## config.mk

```make
export PLATFORM = sky130hd
export DESIGN_NAME = jtkicker_romarb_flat
export DESIGN_NICKNAME = d
export VERILOG_FILES = /design/src/rtl/jtkicker_romarb_if.sv /design/src/rtl/jtkicker_romarb.sv /design/src/flat_wrapper.sv
export SDC_FILE = /design/constraint.sdc
export NUM_CORES = 1
export LEC_CHECK = 0
export ABC_CLOCK_PERIOD_IN_PS = 21600
export CORE_AREA = 4 4 256 133
export DETAILED_ROUTE_END_ITERATION = 7
export DIE_AREA = 0 0 260 137
export PLACE_DENSITY = 0.7
export SKIP_LAST_GASP = 1
export SYNTH_ARGS = -nofsm -noshare
export SYNTH_HDL_FRONTEND = slang
export SYNTH_SLANG_ARGS = --single-unit
```

## constraint.sdc

```tcl
create_clock -name clk -period 21.6 [get_ports clk]
set_clock_uncertainty 0.15 [all_clocks]
set_input_delay 6.48 -clock clk [delete_from_list [all_inputs] [get_ports clk]]
set_output_delay 6.48 -clock clk [all_outputs]
set_load 0.01 [all_outputs]
```

## src/rtl/jtkicker_romarb_if.sv

```systemverilog
// jtkicker_romarb_if
//  SDRAM read-port bundle between the ROM arbiter and the SDRAM controller.
//  master: arbiter side   - drives sdram_req/sdram_addr, receives ack and data.
//  slave : controller side - receives the request, drives ack/data_dst/data_rdy/data_read.
//   sdram_req   request, held until sdram_ack
//   sdram_addr  22-bit SDRAM 16-bit word address
//   sdram_ack   request accepted (one-cycle pulse)
//   data_dst    data_read valid this cycle
//   data_rdy    final beat of the transfer
//   data_read   16-bit read data
interface jtkicker_romarb_if;
    logic        sdram_req;
    logic [21:0] sdram_addr;
    logic        sdram_ack;
    logic        data_dst;
    logic        data_rdy;
    logic [15:0] data_read;

    modport master (
        output sdram_req, sdram_addr,
        input  sdram_ack, data_dst, data_rdy, data_read
    );

    modport slave (
        input  sdram_req, sdram_addr,
        output sdram_ack, data_dst, data_rdy, data_read
    );
endinterface

```

## src/rtl/jtkicker_romarb.sv

```systemverilog
// jtkicker_romarb
//  SDRAM ROM arbiter: SLOTS read slots, each with a one-word cache, sharing a
//  single SDRAM read port. Fixed-priority or round-robin grant, per-slot cache
//  invalidation, and traffic blocking while a ROM download is running.
// Ports
//  clk, rst     clock, asynchronous active-high reset
//  downloading  blocks new grants and clears every cache entry while high
//  slot_cs      per-slot read request level
//  slot_addr    packed slot addresses, slot k in [AW*k +: AW]
//  slot_inval   per-slot one-cycle cache clear pulse
//  slot_ok      per-slot data valid for the current address (registered)
//  slot_dout    packed per-slot data, slot k in [DW*k +: DW] (registered)
//  busy         transfer FSM not idle
//  sdram        SDRAM read port (master side)
module jtkicker_romarb #(
    parameter int                  SLOTS  = 4,
    parameter int                  AW     = 16,
    parameter int                  DW     = 32,
    parameter logic [SLOTS*22-1:0] OFFSET = '0,
    parameter int                  RROBIN = 0
) (
    input  logic                  clk,
    input  logic                  rst,
    input  logic                  downloading,
    input  logic [SLOTS-1:0]      slot_cs,
    input  logic [SLOTS*AW-1:0]   slot_addr,
    input  logic [SLOTS-1:0]      slot_inval,
    output logic [SLOTS-1:0]      slot_ok,
    output logic [SLOTS*DW-1:0]   slot_dout,
    output logic                  busy,
    jtkicker_romarb_if.master     sdram
);
    // Cache line width: one SDRAM word for 8/16-bit slots, two for 32-bit slots
    localparam int CW = (DW == 32) ? 32 : 16;
    localparam int SW = (SLOTS > 1) ? $clog2(SLOTS) : 1;

    typedef enum logic [1:0] {IDLE, WAIT_ACK, WAIT_DATA} state_t;

    state_t            state_q, state_d;
    logic [SLOTS-1:0]  valid_q, valid_d;
    logic [AW-1:0]     tag_q   [SLOTS];
    logic [AW-1:0]     tag_d   [SLOTS];
    logic [CW-1:0]     cache_q [SLOTS];
    logic [CW-1:0]     cache_d [SLOTS];
    logic [SLOTS-1:0]  ok_q, ok_d;
    logic [SLOTS*DW-1:0] dout_q, dout_d;
    logic [SW-1:0]     g_q, g_d, rr_q, rr_d;
    logic [AW-1:0]     lat_word_q, lat_word_d;
    logic              req_q, req_d;
    logic [21:0]       addr_q, addr_d;
    logic              beat_q, beat_d;
    logic [CW-1:0]     buf_q, buf_d;

    logic [AW-1:0]     word    [SLOTS];
    logic [21:0]       sd_word [SLOTS];
    logic [SLOTS-1:0]  hit, pend, cand;
    logic              found;
    logic [SW-1:0]     pick;
    logic [SW:0]       sum;

    genvar gi;
    generate
        for (gi = 0; gi < SLOTS; gi++) begin : g_slot
            logic [AW-1:0] a;
            assign a = slot_addr[AW*gi +: AW];

            // Word address as seen by the cache tag; byte/half selection is separate
            if (DW == 8) begin : g_w8
                assign word[gi] = {1'b0, a[AW-1:1]};
                assign dout_d[DW*gi +: DW] = a[0] ? cache_d[gi][15:8] : cache_d[gi][7:0];
            end else if (DW == 16) begin : g_w16
                assign word[gi] = a;
                assign dout_d[DW*gi +: DW] = cache_d[gi];
            end else begin : g_w32
                assign word[gi] = {a[AW-1:1], 1'b0};
                assign dout_d[DW*gi +: DW] = cache_d[gi];
            end

            // 22-bit modulo sum: offsets near the top of memory wrap to zero
            assign sd_word[gi] = OFFSET[22*gi +: 22] + 22'(word[gi]);
            assign hit[gi]     = valid_q[gi] & (tag_q[gi] == word[gi]);
            assign pend[gi]    = (state_q != IDLE) && (g_q == SW'(gi));
            assign cand[gi]    = slot_cs[gi] & ~hit[gi] & ~pend[gi] & ~downloading;
            // ok looks at the post-update cache so a fill is visible one cycle after data_rdy
            assign ok_d[gi]    = slot_cs[gi] & valid_d[gi] & (tag_d[gi] == word[gi]);
        end
    endgenerate

    always_comb begin
        state_d    = state_q;
        valid_d    = valid_q;
        tag_d      = tag_q;
        cache_d    = cache_q;
        g_d        = g_q;
        rr_d       = rr_q;
        lat_word_d = lat_word_q;
        req_d      = req_q;
        addr_d     = addr_q;
        beat_d     = beat_q;
        buf_d      = buf_q;
        found      = 1'b0;
        pick       = '0;
        sum        = '0;

        // Scan candidates starting at rr_q (round-robin) or at slot 0 (fixed priority)
        for (int i = 0; i < SLOTS; i++) begin
            sum = ((RROBIN != 0) ? {1'b0, rr_q} : '0) + (SW+1)'(i);
            if (sum >= (SW+1)'(SLOTS)) sum = sum - (SW+1)'(SLOTS);
            if (!found && cand[sum[SW-1:0]]) begin
                found = 1'b1;
                pick  = sum[SW-1:0];
            end
        end

        unique case (state_q)
            IDLE: begin
                if (found) begin
                    g_d        = pick;
                    lat_word_d = word[pick];
                    addr_d     = sd_word[pick];
                    req_d      = 1'b1;
                    beat_d     = 1'b0;
                    rr_d       = (pick == SW'(SLOTS-1)) ? '0 : pick + 1'b1;
                    state_d    = WAIT_ACK;
                end
            end
            WAIT_ACK: begin
                if (sdram.sdram_ack) begin
                    req_d   = 1'b0;
                    state_d = WAIT_DATA;
                end
            end
            WAIT_DATA: begin
                if (sdram.data_dst) begin
                    if (DW == 32) begin
                        if (!beat_q) buf_d[15:0]      = sdram.data_read;
                        else         buf_d[CW-1 -: 16] = sdram.data_read;
                        beat_d = ~beat_q;
                    end else begin
                        buf_d[15:0] = sdram.data_read;
                    end
                end
                // The fill always lands on the latched slot/tag, even if the
                // requester has since moved on; the hit check sorts it out.
                if (sdram.data_rdy) begin
                    cache_d[g_q] = buf_d;
                    tag_d[g_q]   = lat_word_q;
                    valid_d[g_q] = 1'b1;
                    state_d      = IDLE;
                end
            end
            default: state_d = IDLE;
        endcase

        // Invalidation is applied after the fill so a coincident pulse wins
        valid_d = valid_d & ~slot_inval;
        if (downloading) valid_d = '0;
    end

    always_ff @(posedge clk or posedge rst) begin
        if (rst) begin
            state_q    <= IDLE;
            valid_q    <= '0;
            ok_q       <= '0;
            dout_q     <= '0;
            g_q        <= '0;
            rr_q       <= '0;
            lat_word_q <= '0;
            req_q      <= 1'b0;
            addr_q     <= '0;
            beat_q     <= 1'b0;
            buf_q      <= '0;
            for (int i = 0; i < SLOTS; i++) begin
                tag_q[i]   <= '0;
                cache_q[i] <= '0;
            end
        end else begin
            state_q    <= state_d;
            valid_q    <= valid_d;
            ok_q       <= ok_d;
            dout_q     <= dout_d;
            g_q        <= g_d;
            rr_q       <= rr_d;
            lat_word_q <= lat_word_d;
            req_q      <= req_d;
            addr_q     <= addr_d;
            beat_q     <= beat_d;
            buf_q      <= buf_d;
            tag_q      <= tag_d;
            cache_q    <= cache_d;
        end
    end

    assign sdram.sdram_req  = req_q;
    assign sdram.sdram_addr = addr_q;
    assign slot_ok          = ok_q;
    assign slot_dout        = dout_q;
    assign busy             = (state_q != IDLE);
endmodule

```

## src/flat_wrapper.sv

```systemverilog
// flat-port wrapper written by rule: the top's interface ports become plain ports
module jtkicker_romarb_flat 
#(
    parameter int                  SLOTS  = 4,
    parameter int                  AW     = 16,
    parameter int                  DW     = 32,
    parameter logic [SLOTS*22-1:0] OFFSET = '0,
    parameter int                  RROBIN = 0
)
  (clk, rst, downloading, slot_cs, slot_addr, slot_inval, slot_ok, slot_dout, busy, sdram_sdram_req, sdram_sdram_addr, sdram_sdram_ack, sdram_data_dst, sdram_data_rdy, sdram_data_read);
  jtkicker_romarb_if sdram_i ();
  input  logic clk;
  input  logic rst;
  input  logic downloading;
  input  logic [SLOTS-1:0] slot_cs;
  input  logic [SLOTS*AW-1:0] slot_addr;
  input  logic [SLOTS-1:0] slot_inval;
  output logic [SLOTS-1:0] slot_ok;
  output logic [SLOTS*DW-1:0] slot_dout;
  output logic busy;
  output wire logic [$bits(sdram_i.sdram_req)-1:0] sdram_sdram_req;
  output wire logic [$bits(sdram_i.sdram_addr)-1:0] sdram_sdram_addr;
  input wire logic [$bits(sdram_i.sdram_ack)-1:0] sdram_sdram_ack;
  input wire logic [$bits(sdram_i.data_dst)-1:0] sdram_data_dst;
  input wire logic [$bits(sdram_i.data_rdy)-1:0] sdram_data_rdy;
  input wire logic [$bits(sdram_i.data_read)-1:0] sdram_data_read;
  assign sdram_sdram_req = sdram_i.sdram_req;
  assign sdram_sdram_addr = sdram_i.sdram_addr;
  assign sdram_i.sdram_ack = sdram_sdram_ack;
  assign sdram_i.data_dst = sdram_data_dst;
  assign sdram_i.data_rdy = sdram_data_rdy;
  assign sdram_i.data_read = sdram_data_read;
  jtkicker_romarb #(.SLOTS(SLOTS), .AW(AW), .DW(DW), .OFFSET(OFFSET), .RROBIN(RROBIN)) u_core (.clk(clk), .rst(rst), .downloading(downloading), .slot_cs(slot_cs), .slot_addr(slot_addr), .slot_inval(slot_inval), .slot_ok(slot_ok), .slot_dout(slot_dout), .busy(busy), .sdram(sdram_i));
endmodule
```

Yosys cells after proc, flatten, opt, wreduce, memory -nomap -nowiden
Cells that the tools add are included.
Cells by class
  order comparisons: 5
  eq/ne operators: 17
  muxes and demuxes: 42
  bitwise operators: 39
  reductions and logical operators: 21
Operators with widths (count)
  $mux 128: 2
  $bwmux 128: 1
  $eq 16x16->1: 8
  $mux 64: 2
  $mux 32: 3
  $mux 16: 5
  $bwmux 64: 1
  $demux 32 s2: 1
  $bmux 22 s2: 1
  $mux 22: 2
  $bmux 16 s2: 1
  $demux 16 s2: 1
  $and 1x1->1: 24
  $mux 4: 3
  $mux 1: 10
  $mux 2: 5
  $not 1->1: 10
  $logic_and 1x1->1: 9
  $reduce_and 3->1: 3
  $eq 2x2->1 const B: 3
  $ge 3x3->1 const B: 2
  $ne 2x2->1 const B: 3
  $not 2->3: 2
  $pmux 2 s3: 1
  14 further kinds: 21
Storage, ports and cells
  register bits: 404
  bits of input ports: 94
  output and inout port bits: 156
  logic and storage cells: 142

Longest topological paths before layout
Gate-level depths: netlist of the first run.
  depth in word-level cells: 20
  gate-level depth with buffers: 9
  gate-level depth less buffers: 7

Least setup slack after synthesis of the first run
OpenSTA, ideal clock, no wires.
  kind: input -> register
  start: input sdram_data_rdy
  end: register u_core.ok_q[1] (netlist: u_core.slot_ok[1])
  library setup time: 0.086 ns
  arrival: 8.340 ns
  required time: 21.364 ns
  slack: 13.024 ns
  stages on the path: 7
  path buffers: 0
  cell sequence: nand3b_4 nor2_1 mux2_2 xnor2_1 o2111ai_1 or4_1 nor3_1
RTL lines
  from (decl): RTL line flat_wrapper.sv:25  | input wire logic [$bits(sdram_i.data_rdy)-1:0] sdram_data_rdy;
  to (signal assigned): RTL line jtkicker_romarb.sv:180  | ok_q <= ok_d;
  to (decl): RTL line jtkicker_romarb.sv:45  | logic [SLOTS-1:0] ok_q, ok_d;

==> results of run 1 <==
==> worst reg2reg max path, stage by stage, from the launching register on <==
cell       delay, ps
dfrtp_1          450
nand3b_4         220
nor2_4           800
buf_4            570
mux2_2           440
xnor2_1          130
o2111ai_1        180
or4_1            560
nor3_1           190
==> flip-flops by register name, summed over array words and instances (netlist names) <==
| name | flops |
|---|---|
| u_core.sdram.sdram_req | 1 |
| u_core.slot_dout | 3 |
| u_core.tag_q | 64 |
| u_core.slot_ok | 4 |
| u_core.g_q | 2 |
| u_core.valid_q | 4 |
| u_core.buf_q | 32 |
| u_core.cache_q | 125 |
| u_core.state_q | 2 |
| u_core.lat_word_q | 15 |
| u_core.beat_q | 1 |
==> where the power goes <==
part | internal (mW) | total (mW) | switching (mW)
combinational | 0.437 | 0.855 | 0.418
sequential | 0.682 | 0.835 | 0.153
clock | 0.244 | 0.426 | 0.182
==> worst min path at each step <==
stage                         end  cells after the start
2_1_floorplan     u_core.buf_q[0]                      2
3_3_place_gp      u_core.buf_q[8]                      2
3_5_place_dp    u_core.cache_q[9]                      2
4_1_cts         u_core.cache_q[9]                      2
5_1_grt           u_core.buf_q[8]                      2
6_report       u_core.cache_q[99]                      2
==> routing by layer <==
metal  up-vias  wire, µm  part of all wire (%)  global-route usage [%]
met2       209     17560                    53                   33.74
met4         0      1076                   3.2                   5.567
met3        65      1543                   4.7                   3.605
met1      4260     12990                    39                   21.71
met5         -         0                     0                       0
li1       4033         -                     -                       -
==> metrics by stage <==
stage	util, %	instance area (µm²)	setup slack (ps)	hold WS [ps]	power [mW]
after CTS	47.13	14840	11870	333.6	2.136
after global routing	47.13	14840	11610	357.3	2.248
final	47.13	14840	11860	329.7	2.116
after global placement	44.64	14050	11370	310.8	1.666
after detailed placement	44.64	14050	11280	319.6	1.704
after floorplan	-	11330	8013	299.2	1.263
==> area by class of cell <==
cell class,instances,share of cell area (%)
sequential,253,42.66
clock inverter,6,0.3963
multi-input combinational,732,31.66
clock buffer,36,4.899
tap,432,3.643
inverter,9,0.2782
timing repair buffer,246,16.46
==> cells by family (layout without fill, tap and decap cells) <==
family	after synthesis	count (layout)	synth area share (%)
DFF	253	253	55.97
xor gates and xnor gates	118	118	9.203
muxes	92	92	8.871
other	1	7	0.03315
and+or+nand+nor	290	290	11.74
AOI/OAI and AO/OA	225	225	11.38
buffers and inverters	72	297	2.809
==> cells in the mapped netlist <==
cell type  count  area [µm²]
clkbuf_1      40       150.1
or2b_1         1       7.510
xnor2_1       75       656.9
a21oi_1       70       350.3
a22oi_1       15       112.6
nor3_1         4       20.02
o31ai_1       15       112.6
buf_6          2       22.52
nand2b_1       4       25.02
dfrtp_1      253        6331
inv_1          9       33.78
a41o_1         1       10.01
nor3_2         1       10.01
conb_1         1       3.750
o21ai_0       99       495.5
buf_1          9       33.78
nand4b_1       6       52.55
or3_1         16       100.1
o21a_1        16       120.1
nand3_1        1       5.000
nand2_1      118       442.9
xnor2_2        1       16.27
or4_1          5       37.54
nand4_1       21       131.4
o2111ai_1      3       26.28
nor2_4         1       11.26
mux2_2        58       653.1
nor2b_1        5       31.28
nand3b_4       1       20.02
o211a_1        2       20.02
o22ai_1        1       6.260
xor2_1        42       367.9
nor4_1         9       56.30
buf_2          5       25.02
buf_4          7       52.55
mux2i_1       32       320.3
mux2_4         2       30.03
or2_2          1       6.260
or2_1          1       6.260
a211oi_2       2       25.02
o311ai_0       1       8.760
and2_1         3       18.77
nor2_1        92       345.3
==> metrics.md, run 1 <==
| Metric | Value |
|---|---|
| R2R depth | 8 |
| Status | finished clean |
| Antenna-violating nets left | 0 |
| CTS tree | built |
| Core footprint | 31480 µm² |
| Post-CTS Hold Fix Bufs | 0 |
| FP Rows | 46 |
| Antenna Cells | 0 |
| First-pass GRT wire length | 50.80 mm |
| Critical path, cell by cell | clkdlybuf4s50_1, nand3b_4, nor2_4, buf_4, mux2_2, xnor2_1, o2111ai_1, or4_1, nor3_1 |
| RSZ-0062 raised after global routing | false |
| Hold Crit Class | flip-flop to flip-flop |
| Cts bufs inserted | 25 |
| Initial core utilization | 35.93% |
| Storage element area | 6331 µm² |
| Max Clk Rate | 0.1027 GHz |
| Setup crit start kind | input port |
| Fin nets | 1361 |
| Yosys cell types | 43 |
| Area growth syn-to-layout | 31.18% |
| Clk sinks | 253 |
| Port-buffer cells | 238 |
| DR vias | 8567 |
| # resized after CTS | 0 |
| Most common cell after layout, fill and taps aside | dfrtp_1 |
| Worst setup path end | u_core.slot_ok[1] |
| Multi-input gate area | 4698 µm² |
| Fin cells | 1714 |
| Clock root buffer | clkbuf_16 |
| DRT Wirelength | 33.17 mm |
| Ports | 250 |
| Max-slew headroom | 22.82% |
| Crit path largest cell delay | 800 ps |
| Worst Path Arrival | 10030 ps |
| Initial antenna violation count | 0 |
| Vias in the first global route | 8748 |
| VDD IR max | 0.07028 mV |
| Drt drc | 0 |
| Worst r2r src | u_core.state_q[0] |
| Cells after DPL | 1672 |
| Clk buf depth | 3 |
| Top Family by Delay on Critical Path | simple AND/OR/NAND/NOR gates |
| Layout cells sized above 1 | 9.204% |
| Data required time of the critical path | 21890 ps |
| Crit path kind | input port to flip-flop |
| Max Cap Violations | 0 |
| Slowest cell on crit path | nor2_4 |
| Gr usage total | 18.28% |
| Drt pass-1 iters | 5 |
| Crit path depth | 9 |
| DIE AREA | 35620 µm² |
| Worst-Margin Slew | 1153 ps |
| Post-synthesis sequential area ratio | 55.97% |
| Final Hold Fails | 0 |
| Commonest cells after routing, fill and taps aside | 253 x dfrtp_1, 238 x clkdlybuf4s50_1, 118 x nand2_1 |
| Worst-path maximum fanout | 43 |
| Gpl congestion | 0.8874 |
| Worst-path clk slew | 60 ps |
| Worst R2R End | u_core.slot_ok[1] |
| Reg2Reg Setup Slack | 17830 ps |
| Setup bufs post-CTS | 0 |
| Routed wire per std cell | 19.35 µm |
| Post-DP HPWL | 24.83 mm |
| Clk_lat worst skew | 530 ps |
| Pins Over Slew Limit | 0 |
| CTS HTree Levels | 1 |
| Syn Inst Count | 1051 |
| Synthesized area per cell | 10.76 µm² |
| Die height | 137 µm |
| Final setup fails | 0 |
| Final Cycle Share | 45.08% |
| Fill count | 2907 |
| Period minus WS final | 9736 ps |
| LEAKAGE | 6.448 nW |
| Synthesis Warnings | 0 |
| Critical path startpoint | sdram_data_rdy |
| DR iter-0 viols | 636 |
| Largest net degree at the start of global routing | 105 |
| Vias/cell | 4.998 |
| Area of the mapped netlist | 11310 µm² |
| Worst hold start | u_core.cache_q[99] |
| Seq cells post-synth | 253 |
| Remaining global-route overflow | 0 |
| Power Density | 142.6 nW/µm² |
| Critical Path End Type | flip-flop |
| DIE WIDTH | 260 µm |
| Setup tns final | 0 ps |
| WP buf/inv | 2 |
Note: power is estimated with default switching activity, not from simulation.
==> inputs of run 2 (changes only) <==
- ABC_CLOCK_PERIOD_IN_PS: 21600 -> 8100
- PLACE_DENSITY: 0.7 -> 0.72
- clock period: 21.6 -> 8.1 ns (I/O delays scaled with it)
==> metrics.md, run 2 (synthesized netlist as in run 1, its figures left out) <==
| Metric | Value |
|---|---|
| Post-CTS Hold Fix Bufs | 0 (unchanged) |
| Worst-path clk slew | 60 ps (about the same) |
| Hold Crit Class | flip-flop to flip-flop (unchanged) |
| DIE WIDTH | 260 µm (unchanged) |
| Final Hold Fails | 0 (unchanged) |
| R2R depth | 8 (unchanged) |
| Commonest cells after routing, fill and taps aside | 253 x dfrtp_1, 238 x clkdlybuf4s50_1, 118 x nand2_1 (unchanged) |
| Worst-path maximum fanout | 43 (unchanged) |
| DR iter-0 viols | 503 (was 636) |
| Core footprint | 31480 µm² (unchanged) |
| Initial core utilization | 35.93% (unchanged) |
| Largest registers | u_core.cache_q: 125 flops, u_core.tag_q: 64 flops, u_core.buf_q: 32 flops (unchanged) |
| Final setup fails | 0 (unchanged) |
| Cts bufs inserted | 26 (was 25) |
| Clock power share | 20.7% (was 20.1%) |
| Worst setup margin | 2611 ps (was 11860 ps) |
| Clk buf depth | 3 (unchanged) |
| VDD IR max | 0.1759 mV (was 0.07028 mV) |
| Clk sinks | 253 (unchanged) |
| Final Cycle Share | 67.76% |
| Power Internal | 3.666 mW (was 1.363 mW) |
| Crit path depth | 9 (unchanged) |
| Vias/cell | 4.992 (was 4.998) |
| Status | finished clean (unchanged) |
| Register with the most flip-flops | u_core.cache_q (unchanged) |
| Data required time of the critical path | 8400 ps (was 21890 ps) |
| Remaining global-route overflow | 0 (unchanged) |
| DRT Wirelength | 33.40 mm (was 33.17 mm) |
| Net Sw Frac | 35.45% (was 35.58%) |
| First-pass GRT wire length | 50.82 mm (was 50.80 mm) |
| Pins Over Slew Limit | 0 (unchanged) |
| Initial antenna violation count | 3 (was 0) |
| Setup tns final | 0 ps (unchanged) |
| Worst-Margin Slew | 1189 ps (was 1153 ps) |
| LEAKAGE | 6.464 nW (was 6.448 nW) |
| Reg power frac | 39.1% (was 39.5%) |
| Worst Path Arrival | 5790 ps (was 10030 ps) |
| Antenna-violating nets left | 0 (unchanged) |
| Storage element area | 6331 µm² (unchanged) |
| Logic pwr share | 40.2% (was 40.4%) |
| Routed wire per std cell | 19.45 µm (was 19.35 µm) |
| Critical Path End Type | flip-flop (unchanged) |
| Largest net degree at the start of global routing | 139 (was 105) |
| Crit path kind | input port to flip-flop (unchanged) |
| Layout cells sized above 1 | 9.353% (was 9.204%) |
| Clock root buffer | clkbuf_16 (unchanged) |
| Top Family by Delay on Critical Path | simple AND/OR/NAND/NOR gates (unchanged) |
| Final Instance Area | 14890 µm² (was 14840 µm²) |
| Cells after DPL | 1673 (was 1672) |
| Ports | 250 (unchanged) |
| Gpl congestion | 0.9088 (was 0.8874) |
| Multi-input gate area | 4698 µm² (unchanged) |
| CTS tree | built (unchanged) |
| Fin nets | 1363 (was 1361) |
| Fin cells | 1717 (was 1714) |
| Max-slew headroom | 20.56% (was 22.82%) |
| WP buf/inv | 2 (unchanged) |
| Placement Cell Area | 14070 µm² (was 14050 µm²) |
| Setup crit start kind | input port (unchanged) |
| Most common cell after layout, fill and taps aside | dfrtp_1 (unchanged) |
| Clk_lat worst skew | 530 ps (about the same) |
| Switching Power | 2.013 mW (was 752.9 µW) |
| FP Rows | 46 (unchanged) |
| Max reg flops | 125 (unchanged) |
| Post-DP HPWL | 25.20 mm (was 24.83 mm) |
| Power Density | 381.4 nW/µm² (was 142.6 nW/µm²) |
| Max Cap Violations | 0 (unchanged) |
| CTS HTree Levels | 1 (unchanged) |
| Fill count | 2858 (was 2907) |
| Period minus WS final | 5489 ps |
| DR vias | 8571 (was 8567) |
| Drt drc | 0 (unchanged) |
| DIE AREA | 35620 µm² (unchanged) |
| Slowest cell on crit path | or3_2 (was nor2_4) |
| Place WS | 2096 ps (was 11280 ps) |
| Port-buffer cells | 238 (unchanged) |
| Setup bufs post-CTS | 0 (unchanged) |
| Die height | 137 µm (unchanged) |
| RSZ-0062 raised after global routing | false (unchanged) |
| Crit path largest cell delay | 760 ps (was 800 ps) |
| Critical path, cell by cell | clkdlybuf4s50_1, nand3b_4, or3_2, buf_4, mux2_4, xnor2_2, nand4b_1, or4_1, nor3_2 (was clkdlybuf4s50_1, nand3b_4, nor2_4, buf_4, mux2_2, xnor2_1, o2111ai_1, or4_1, nor3_1) |
| Vias in the first global route | 8883 (was 8748) |
| Gr usage total | 18.33% (was 18.28%) |
| Area growth syn-to-layout | 31.64% (was 31.18%) |
| WHS Path Cells | 2 (unchanged) |
| # resized after CTS | 0 (unchanged) |
| Drt pass-1 iters | 5 (unchanged) |
| Max Clk Rate | 0.1822 GHz |
==> run 2: layout make-up <==
cell class                      instances  area share (%)
Antenna cell                            2         0.03361
Clock buffer                           36           5.100
Clock inverter                          6          0.3865
Inverter                                9          0.2521
Multi-Input combinational cell        732           31.55
Sequential cell                       253           42.51
Tap cell                              432           3.630
Timing Repair Buffer                  247           16.54
==> run 2: final timing paths <==
path | from | end | slack, ps
worst max-delay path | sdram_data_rdy | u_core.slot_ok[0] | 2610
worst min-delay path | u_core.buf_q[6] | u_core.buf_q[6] | 330
worst max register to register | u_core.state_q[0] | u_core.slot_ok[0] | 4530
worst min register to register | u_core.buf_q[6] | u_core.buf_q[6] | 330
max in group asynchronous | rst | u_core.lat_word_q[13] | 4120
min in group asynchronous | rst | u_core.cache_q[69] | 2410
==> run 2: metrics by stage <==
step	utilization [%]	hold slack, ps	total power, mW
2_1_floorplan	-	299.2	3.370
3_3_place_gp	44.69	310.8	4.441
3_5_place_dp	44.69	320.1	4.546
4_1_cts	47.29	333.3	5.733
5_1_grt	47.30	350.5	6.031
6_report	47.30	327.2	5.679
==> run 2: tightest hold or removal path, delay by kind of cell, from the launching register on <==
| kind | cells | cell delay [ps] |
|---|---|---|
| flip-flops | 1 | 340 |
| AO/OA/AOI/OAI | 1 | 60 |
| AND/OR/NAND/NOR | 1 | 40 |
==> run 2: power by group through the flow <==
stage / sequential, mW / clock, mW / combinational (mW)
after global placement: 2.22 / 0 / 2.23
after CTS: 2.23 / 1.20 / 2.31
final: 2.22 / 1.17 / 2.28
after detailed placement: 2.25 / 0 / 2.30
after global routing: 2.29 / 1.25 / 2.49
after floorplan: 2.30 / 0 / 1.07
==> run 2: metal layers <==
layer | global-route usage, % | vias to the layer above | share of wire (%)
li1 | - | 4026 | -
met1 | 21.63 | 4244 | 39
met2 | 33.63 | 220 | 52
met3 | 3.124 | 79 | 4.5
met4 | 7.183 | 2 | 3.7
met5 | 0 | - | 0.039
==> inputs of run 3 (changes only) <==
- ABC_CLOCK_PERIOD_IN_PS: 8100 -> 4640
- clock period: 8.1 -> 4.64 ns (I/O delays scaled with it)
==> metrics.md, run 3 (synthesized netlist as in run 1, its figures left out) <==
| Metric | Value |
|---|---|
| Status | finished clean (unchanged) |
| Commonest cells after routing, fill and taps aside | 253 x dfrtp_1, 238 x clkdlybuf4s50_1, 118 x nand2_1 (unchanged) |
| Clk_lat worst skew | 530 ps (about the same) |
| Worst R2R End | u_core.slot_ok[0] (unchanged) |
| Data required time of the critical path | 4950 ps (was 8400 ps) |
| Max Cap Violations | 0 (unchanged) |
| Cells after DPL | 1688 (was 1673) |
| Max reg flops | 125 (unchanged) |
| Antenna-violating nets left | 0 (unchanged) |
| DR vias | 8600 (was 8571) |
| DIE AREA | 35620 µm² (unchanged) |
| Vias/cell | 4.957 (was 4.992) |
| Cts bufs inserted | 26 (unchanged) |
| Fin nets | 1378 (was 1363) |
| Fill count | 2834 (was 2858) |
| Crit path kind | input port to flip-flop (unchanged) |
| Worst-path clk slew | 60 ps (about the same) |
| Largest net degree at the start of global routing | 66 (was 139) |
| Final Cycle Share | 82.66% |
| First-pass GRT wire length | 50.88 mm (was 50.82 mm) |
| Multi-input gate area | 4698 µm² (unchanged) |
| Area growth syn-to-layout | 33.74% (was 31.64%) |
| Layout cells sized above 1 | 10.82% (was 9.353%) |
| R2R depth | 7 (was 8) |
| Gpl congestion | 0.8951 (was 0.9088) |
| Clk buf depth | 3 (unchanged) |
| Logic pwr share | 39.6% (was 40.2%) |
| RSZ-0062 raised after global routing | false (unchanged) |
| Post-CTS Hold Fix Bufs | 0 (unchanged) |
| Initial antenna violation count | 0 (was 3) |
| LEAKAGE | 6.592 nW (was 6.464 nW) |
| Worst r2r src | u_core.state_q[0] (unchanged) |
| Port-buffer cells | 238 (unchanged) |
| Power Internal | 6.560 mW (was 3.666 mW) |
| Routed wire per std cell | 19.25 µm (was 19.45 µm) |
| Setup crit start kind | input port (unchanged) |
| CTS HTree Levels | 1 (unchanged) |
| Storage element area | 6331 µm² (unchanged) |
| Worst hold start | u_core.cache_q[19] (was u_core.buf_q[6]) |
| Register with the most flip-flops | u_core.cache_q (unchanged) |
| Critical Path End Type | flip-flop (unchanged) |
| WHS Path Cells | 2 (unchanged) |
| FP Rows | 46 (unchanged) |
| Max-slew headroom | 36.02% (was 20.56%) |
| Post-DP HPWL | 25.45 mm (was 25.20 mm) |
| Core footprint | 31480 µm² (unchanged) |
| DIE WIDTH | 260 µm (unchanged) |
| Antenna Cells | 0 (was 2) |
| Largest registers | u_core.cache_q: 125 flops, u_core.tag_q: 64 flops, u_core.buf_q: 32 flops (unchanged) |
| Final Instance Area | 15130 µm² (was 14890 µm²) |
| Ports | 250 (unchanged) |
| DR iter-0 viols | 622 (was 503) |
| Final setup fails | 0 (unchanged) |
| DRT Wirelength | 33.40 mm (about the same) |
| Initial core utilization | 35.93% (unchanged) |
| Clock root buffer | clkbuf_16 (unchanged) |
| # resized after CTS | 0 (unchanged) |
| Net Sw Frac | 35.10% (was 35.45%) |
| Period minus WS final | 3835 ps |
| Pins Over Slew Limit | 0 (unchanged) |
| Clock power share | 21.9% (was 20.7%) |
| Hold Crit Class | flip-flop to flip-flop (unchanged) |
| Final Hold Fails | 0 (unchanged) |
| Place WS | 286.9 ps (was 2096 ps) |
| Drt drc | 0 (unchanged) |
| Reg power frac | 38.5% (was 39.1%) |
| Power Density | 668.1 nW/µm² (was 381.4 nW/µm²) |
| CTS tree | built (unchanged) |
| Reg2Reg Setup Slack | 1670 ps (was 4530 ps) |
| VDD IR max | 0.2450 mV (was 0.1759 mV) |
| Fin cells | 1735 (was 1717) |
| Clk sinks | 253 (unchanged) |
| Worst Path Arrival | 4140 ps (was 5790 ps) |
| Placement Cell Area | 14220 µm² (was 14070 µm²) |
| Critical path startpoint | sdram_data_rdy (unchanged) |
| Hold_ws | 328.4 ps (was 327.2 ps) |
| Gr usage total | 18.43% (was 18.33%) |
| Worst setup margin | 804.6 ps (was 2611 ps) |
| Drt pass-1 iters | 5 (unchanged) |
| Remaining global-route overflow | 0 (unchanged) |
| Worst min-delay path endpoint | u_core.cache_q[19] (was u_core.buf_q[6]) |
| Die height | 137 µm (unchanged) |
| Setup bufs post-CTS | 0 (unchanged) |
| Most common cell after layout, fill and taps aside | dfrtp_1 (unchanged) |
| Switching Power | 3.547 mW (was 2.013 mW) |
| Worst-path maximum fanout | 12 (was 43) |
| Max Clk Rate | 0.2607 GHz |
| Worst-Margin Slew | 957.4 ps (was 1189 ps) |
| Vias in the first global route | 8788 (was 8883) |
## run 3: area by class of cell
class / count / area share, %
Inverter: 9 / 0.2481
Tap cell: 432 / 3.573
Clock inverter: 11 / 0.9180
Multi-Input combinational cell: 732 / 31.06
Clock buffer: 36 / 5.086
Sequential cell: 253 / 41.85
Timing Repair Buffer: 262 / 17.27
## run 3: worst max path at each step
| stage | end | slack [ps] | cells after the start |
|---|---|---|---|
| after floorplan | u_core.beat_q | -230 | 1 |
| after global placement | u_core.slot_ok[0] | 330 | 8 |
| after detailed placement | u_core.slot_ok[0] | 290 | 8 |
| after CTS | u_core.slot_ok[0] | 840 | 8 |
| after global routing | u_core.slot_ok[0] | 750 | 8 |
| final | u_core.slot_ok[0] | 800 | 8 |
## run 3: through the flow
step | total power [mW] | setup TNS, ps | util, %
6_report | 10.11 | 0 | 48.05
5_1_grt | 10.73 | 0 | 48.05
4_1_cts | 10.20 | 0 | 48.05
3_5_place_dp | 7.958 | 0 | 45.17
3_3_place_gp | 7.776 | 0 | 45.17
2_1_floorplan | 5.882 | -58610 | -
## run 3: critical path, stage by stage
cell             delay [ps]
clkdlybuf4s50_1         530
nand3b_4                130
or3_2                   620
buf_4                   250
mux2_2                  290
xor2_1                  150
or4_1                   570
nor3_2                  190
## run 3: power by group through the flow
stage               sequential, mW  combinational (mW)  clock (mW)
floorplan                     4.01                1.87           0
CTS                           3.90                4.04        2.26
finish                        3.89                4.00        2.21
global placement              3.87                3.91           0
global route                  4.01                4.36        2.35
detailed placement            3.94                4.02           0
## run 3: per-layer routing
layer	up-vias	track usage, %	part of all wire [%]
met4	0	6.824	3.6
met3	69	3.753	4.5
met2	202	34.06	52
li1	4070	-	-
met1	4259	21.30	39
met5	-	0	0
